===== src/rtl/mem_arbiter.sv =====
// Shared main-memory arbiter for I-cache fills and D-cache fills/writebacks.
// Define ARB_ROUND_ROBIN_EN for round-robin tie-breaking; default is DC priority.
module mem_arbiter #(
  parameter int ADDR_W  = 32,
  parameter int LINE_W  = 128,
  parameter int TIMEOUT = 64
) (
  input  logic              clk,
  input  logic              rst,
  input  logic              ic_req,
  input  logic [ADDR_W-1:0] ic_addr,
  output logic              ic_ready,
  output logic [LINE_W-1:0] ic_rdata,
  input  logic              dc_req,
  input  logic              dc_we,
  input  logic [ADDR_W-1:0] dc_addr,
  input  logic [LINE_W-1:0] dc_wdata,
  output logic              dc_ready,
  output logic [LINE_W-1:0] dc_rdata,
  output logic              mem_req,
  output logic              mem_we,
  output logic [ADDR_W-1:0] mem_addr,
  output logic [LINE_W-1:0] mem_wdata,
  input  logic              mem_ack,
  input  logic [LINE_W-1:0] mem_rdata,
  output logic              busy,
  output logic              err
);

  localparam int WD_W = $clog2(TIMEOUT + 1);
  localparam logic [WD_W-1:0] WD_MAX  = WD_W'(TIMEOUT);
  localparam logic [WD_W-1:0] WD_LAST = WD_W'(TIMEOUT - 1);

  typedef enum logic [1:0] {
    IDLE  = 2'd0,
    ISSUE = 2'd1,
    DONE  = 2'd2
  } state_t;

  state_t          state_q;
  state_t          state_d;
  logic            own_dc;
  logic            grant_dc;
  logic            any_req;
  logic [WD_W-1:0] wd_cnt;

  assign any_req = ic_req | dc_req;

`ifdef ARB_ROUND_ROBIN_EN
  logic last_dc;

  assign grant_dc = dc_req & (~ic_req | ~last_dc);

  always_ff @(posedge clk) begin
    if (rst) begin
      last_dc <= 1'b1;
    end else if (state_q == IDLE && any_req) begin
      last_dc <= grant_dc;
    end
  end
`else
  assign grant_dc = dc_req;
`endif

  always_comb begin
    state_d = state_q;
    unique case (state_q)
      IDLE:    if (any_req) state_d = ISSUE;
      ISSUE:   if (mem_ack) state_d = DONE;
      DONE:    state_d = IDLE;
      default: state_d = IDLE;
    endcase
  end

  assign mem_req  = (state_q == ISSUE);
  assign busy     = (state_q != IDLE);
  assign ic_ready = (state_q == DONE) & ~own_dc;
  assign dc_ready = (state_q == DONE) & own_dc;

  always_ff @(posedge clk) begin
    if (rst) begin
      state_q <= IDLE;
    end else begin
      state_q <= state_d;
    end
  end

  always_ff @(posedge clk) begin
    if (rst) begin
      own_dc    <= 1'b0;
      mem_we    <= 1'b0;
      mem_addr  <= '0;
      mem_wdata <= '0;
    end else if (state_q == IDLE && any_req) begin
      own_dc    <= grant_dc;
      mem_we    <= grant_dc & dc_we;
      mem_addr  <= grant_dc ? dc_addr : ic_addr;
      mem_wdata <= grant_dc ? dc_wdata : '0;
    end
  end

  // writebacks complete without touching dc_rdata
  always_ff @(posedge clk) begin
    if (rst) begin
      ic_rdata <= '0;
      dc_rdata <= '0;
    end else if (state_q == ISSUE && mem_ack) begin
      if (!own_dc) begin
        ic_rdata <= mem_rdata;
      end else if (!mem_we) begin
        dc_rdata <= mem_rdata;
      end
    end
  end

  // counter saturates; err is sticky and the FSM keeps waiting
  always_ff @(posedge clk) begin
    if (rst) begin
      wd_cnt <= '0;
      err    <= 1'b0;
    end else if (state_q == ISSUE && !mem_ack) begin
      if (wd_cnt != WD_MAX) wd_cnt <= wd_cnt + 1'b1;
      if (wd_cnt == WD_LAST) err <= 1'b1;
    end else begin
      wd_cnt <= '0;
    end
  end

endmodule


===== config.mk =====
export PLATFORM = sky130hd
export DESIGN_NAME = mem_arbiter
export DESIGN_NICKNAME = d
export VERILOG_FILES = /design/src/rtl/mem_arbiter.sv
export SDC_FILE = /design/constraint.sdc
export NUM_CORES = 1
export LEC_CHECK = 0
export CAP_MARGIN = 40
export CORE_AREA = 4 4 287 289
export DETAILED_ROUTE_END_ITERATION = 7
export DIE_AREA = 0 0 291 293
export SLEW_MARGIN = 5
export SYNTH_ARGS = -nofsm -noshare
export SYNTH_HDL_FRONTEND = slang
export SYNTH_SLANG_ARGS = --single-unit
export TNS_END_PERCENT = 5

===== constraint.sdc =====
create_clock -name clk -period 5.34 [get_ports clk]
set_clock_uncertainty 0.2 [all_clocks]
set_input_delay 1.068 -clock clk [delete_from_list [all_inputs] [get_ports clk]]
set_output_delay 1.068 -clock clk [all_outputs]
set_load 0.01 [all_outputs]

## Word-level counts from Yosys, hierarchy flattened

Index checks and enable logic that the tools add are counted.

| word-level totals | value |
|---|---|
| bits in registers | 428 |
| bits of input ports | 326 |
| output and inout port bits | 422 |
| word-level logic and storage cells | 39 |

| cells by class | value |
|---|---|
| add/subtract/negate cells | 1 |
| eq/ne operators | 6 |
| mux-type cells | 5 |
| bitwise logic cells | 7 |
| reduce and logical (&&, ||, !) cells | 11 |

Operators with widths:

| kind | number |
|---|---|
| two-way mux 128 bit | 1 |
| two-way mux 32 bit | 1 |
| adder 7 x 1 -> 7 bit (second input constant) | 1 |
| equality test 7 x 6 -> 1 bit (second input constant) | 1 |
| inequality test 7 bit (second input constant) | 1 |
| AND reduction 2 bit | 3 |
| two-way mux 2 bit | 2 |
| one-hot mux 2 bit (2 select lines) | 1 |
| bitwise AND 1 bit | 3 |
| logical AND 1 bit | 3 |
| inverter 1 bit | 3 |
| AND reduction 3 bit | 1 |
| equality test 2 x 1 -> 1 bit (second input constant) | 1 |
| equality test 2 bit (second input constant) | 1 |
| zero test 2 bit | 1 |
| inequality test 2 x 1 -> 1 bit (second input constant) | 1 |
| inequality test 2 bit (second input constant) | 1 |
| nonzero test 2 bit | 1 |
| OR reduction 2 bit | 1 |
| zero test 1 bit | 1 |
| bitwise OR 1 bit | 1 |

## Depth between registers and ports, before layout

| logic depth | value |
|---|---|
| word-level depth | 4 |
| mapped depth | 7 |
| gate-level depth less buffers | 5 |

## Worst setup path after synthesis

OpenSTA, ideal clock, no wires.

| timing | value |
|---|---|
| path kind | in2reg |
| from | in mem_ack |
| to | reg err |
| library setup time | 68 ps |
| data arrival time | 2278 ps |
| data required time | 5072 ps |
| setup slack | 2794 ps |
| stages | 4 |
| buffers on the path | 1 |
| cells stage by stage | or4b_1 > buf_2 > or4_4 > o21ai_2 |

| between the ends | value |
|---|---|
| word-level cells in the longest chain between the ends | 3 |

Ends and longest elaborated chain:

| item | RTL line | text |
|---|---|---|
| from (decl) | 24 | `input logic mem_ack,` |
| zero test 1 bit | 121 | `end else if (state_q == ISSUE && !mem_ack) begin` |
| logical AND 1 bit | 121 |  |
| AND reduction 2 bit (no source line) | -- |  |
| to (signal assigned) | 120 | `err <= 1'b0;` |
| to (signal assigned) | 123 | `if (wd_cnt == WD_LAST) err <= 1'b1;` |
| to (decl) | 27 | `output logic err` |

Every way passes these cells.
A chain may end at the register's enable or synchronous reset.

## Worst setup path in the final report

| timing | value |
|---|---|
| from | reg state_q[1] |
| to | out busy |

| between the ends | value |
|---|---|
| word-level cells in the longest chain between the ends | 1 |

Ends and longest elaborated chain:

| item | RTL line | text |
|---|---|---|
| from (decl) | 40 | `state_t state_q;` |
| from (signal assigned) | 84 | `state_q <= state_d;` |
| nonzero test 2 bit | 76 | `assign busy = (state_q != IDLE);` |
| to (decl) | 26 | `output logic busy,` |

Every way passes these cells.

==> results.py <==
metrics = {
    "outcome": {
        "status": "completed",
    },
    "setup_path": {
        "cp.buffers_inverters": 3,
        "critPathMaxStageDelay_ns": 0.52,
        "worstPathCellList": "nor2_2, buf_4, clkinv_2, clkdlybuf4s50_1",
        "critPathMaxFanout": 34,
        "startpoint_type": "flip-flop",
        "critical_path.endpoint_type": "output port",
        "crit_slowest_cell": "clkdlybuf4s50_1",
        "cp.arrival_ns": 2.24,
        "worstPathRequired_ns": 4.07,
        "crit_family": "buffers and inverters",
        "crit_type": "flip-flop to output port",
    },
    "power_and_ir_drop": {
        "ir_drop_v": 0.0001922,
        "leakagePower_uw": 0.009060,
        "power_density_nw_per_um2": 305.3,
    },
    "detailed_routing": {
        "routedWlPerCell_um": 18.22,
        "first_iter_violations": 616,
        "drc_errors": 0,
        "ant_nets": 0,
        "vias_per_cell": 4.230,
        "dr_total_vias": 15440,
        "first_pass_iters": 5,
        "totalWireLength_mm": 66.47,
    },
    "timing": {
        "rsz0062_at_grt": "false",
        "slew_viol_final": 0,
        "setup_viol": 0,
        "fin_crit_ns": 3.504,
        "hold_viol_final": 0,
        "relSlewSlack_pct": 37.17,
        "setup_tns_ns": 0,
        "worstMarginPinSlew_ns": 0.9424,
        "period_share_pct": 65.61,
        "fmax_mhz": 285.4,
    },
    "die": {
        "core_sq_um": 79900,
        "initial_utilization_pct": 20.71,
        "die_area_sq_um": 85260,
        "die_width_um": 291,
        "die_h_um": 293,
        "io_pins": 748,
        "rows": 104,
    },
    "clocking": {
        "cts_tree": "yes",
        "cts_root_buf": "clkbuf_16",
        "cts_num_sinks": 428,
        "hold_buffers": 0,
        "max-clock-path-buffers": 3,
        "h-tree-depth": 2,
        "cts_resized": 0,
        "clk_pin_slew_ns": 0.06,
        "numCtsBuffers": 51,
        "post_cts_buffers": 0,
        "clock_latency_ns": 0.57,
    },
    "logic_synthesis": {
        "syn_avg_cell_area_sq_um": 8.737,
        "yosysSeqAreaShare_pct": 51.78,
        "ys_seq_elements": 428,
        "synth_nets": 2222,
        "synth_most_common_cell": "dfxtp_1",
        "synth_edf_count": 0,
        "ys.warnings.count": 0,
        "synth_ff_type": "dfxtp_1",
        "netlist_instances": 1894,
        "synth_common_cells": "dfxtp_1, nand2_1, a21oi_1",
        "netlist_top_cells_area": "dfxtp_1, nand2b_1, mux2i_1",
        "synth_area_sq_um": 16550,
        "async_flop_share_pct": 0,
        "synth_top_area_cell": "dfxtp_1",
        "netlist.area_leader.share_pct": 51.78,
        "synth_cell_types": 32,
    },
    "grt": {
        "grt_use_total_pct": 14.64,
        "overflow": 0,
        "grt_pass1_vias": 15290,
        "grt_max_degree": 207,
        "antenna_found_initial": 8,
        "grt_pass1_wl_mm": 98.06,
    },
    "layout": {
        "drive_gt1_share_pct": 4.062,
        "area_growth_pct": 60.98,
        "nets": 2882,
        "fin_area_sq_um": 26640,
    },
    "placement": {
        "placed_cell_area_sq_um": 25040,
        "hpwlAfterDp_mm": 47.16,
        "io_buffers": 747,
        "gp_congestion": 0.8064,
    },
    "min_path": {
        "hold_path.class": "flip-flop to flip-flop",
    },
    "run": {
        "max_cap_viol_count": 0,
    },
}
==> cell type report <==
class                      instances  area, sq um
sequential                       428         8568
clock buffer                      75         1479
tap                             1060         1326
timing repair buffer             769         7777
antenna                            4        10.01
fill                            8375        53260
clock inverter                     9        105.1
multi-input combinational       1298         7348
inverter                           6        23.77
==> sequential cells by signal, indices dropped and copies added, names as in the netlist, 2 cells and up <==
| register | count |
|---|---|
| dc_rdata | 128 |
| mem_addr | 32 |
| state_q | 2 |
| wd_cnt | 7 |
| ic_rdata | 128 |
| mem_wdata | 128 |
==> worst paths after layout <==
path | start | endpoint | slack (ns) | cells after the start
worst max-delay path | state_q[1]$_SDFFE_PP0P_ | busy | 1.84 | 4
worst min-delay path | ic_rdata[3]$_SDFFE_PP0P_ | ic_rdata[3]$_SDFFE_PP0P_ | 0.25 | 2
worst max register to register | state_q[1]$_SDFFE_PP0P_ | mem_wdata[44]$_SDFFE_PP0P_ | 2.60 | 8
worst min register to register | ic_rdata[3]$_SDFFE_PP0P_ | ic_rdata[3]$_SDFFE_PP0P_ | 0.25 | 2
==> through the flow <==
stage	utilization [%]	setup slack (ns)	instances	hold slack (ns)	power (uW)
3_5_place_dp	31.35	2.023	3561	0.2458	4853
5_1_grt	33.33	1.673	3645	0.2665	8509
2_1_floorplan	-	2.794	1894	0.2680	4037
3_3_place_gp	31.23	1.924	3557	0.2413	4830
4_1_cts	33.33	1.719	3645	0.2541	8309
6_report	33.34	1.836	3649	0.2516	8134
==> worst reg2reg max path, stage by stage, from the launching register on <==
cell	delay, ns
dfxtp_1	0.57
nor2_2	0.07
buf_4	0.26
clkinv_2	0.16
buf_4	0.34
buf_4	0.37
buf_16	0.30
o21ai_0	0.24
a21oi_1	0.15
==> cell families after synthesis <==
kind of cell | share of synthesized area (%)
compound gates | 14.42
fa+ha+maj | 0.1512
simple gates | 19.61
flops | 51.78
xor+xnor | 0.1588
mux | 9.739
buf+inv | 4.136
==> metal layers <==
| layer | wire length (um) | up-vias | GRT usage (%) |
|---|---|---|---|
| met1 | 25850 | 7178 | 16.47 |
| li1 | - | 7614 | - |
| met4 | 1863 | 10 | 4.392 |
| met5 | 69 | - | 0 |
| met3 | 5668 | 96 | 5.351 |
| met2 | 33020 | 538 | 25.94 |
==> where the power goes <==
| part | switching, uW | internal, uW | leakage, uW |
|---|---|---|---|
| clock network | 1380 | 1990 | 0.000774 |
| registers | 90.5 | 3360 | 0.00348 |
| logic | 630 | 679 | 0.00480 |
| total | 2100 | 6030 | 0.00906 |
==> cell usage in the layout (no fill, tap or decap), drive strengths merged, types with 2 or more instances in the layout <==
master / instances
clkdlybuf4s50: 745
bufinv: 2
inv: 6
nor2: 4
mux2i: 161
xor2: 2
o21ai: 132
buf: 24
clkinv: 6
nand3: 2
nand2: 392
nor3b: 3
a21oi: 290
a211oi: 33
nand2b: 258
dfxtp: 428
diode: 4
or4b: 2
ha: 2
nor3: 6
clkbuf: 75
No activity file was read; power rests on OpenSTA's default activity.
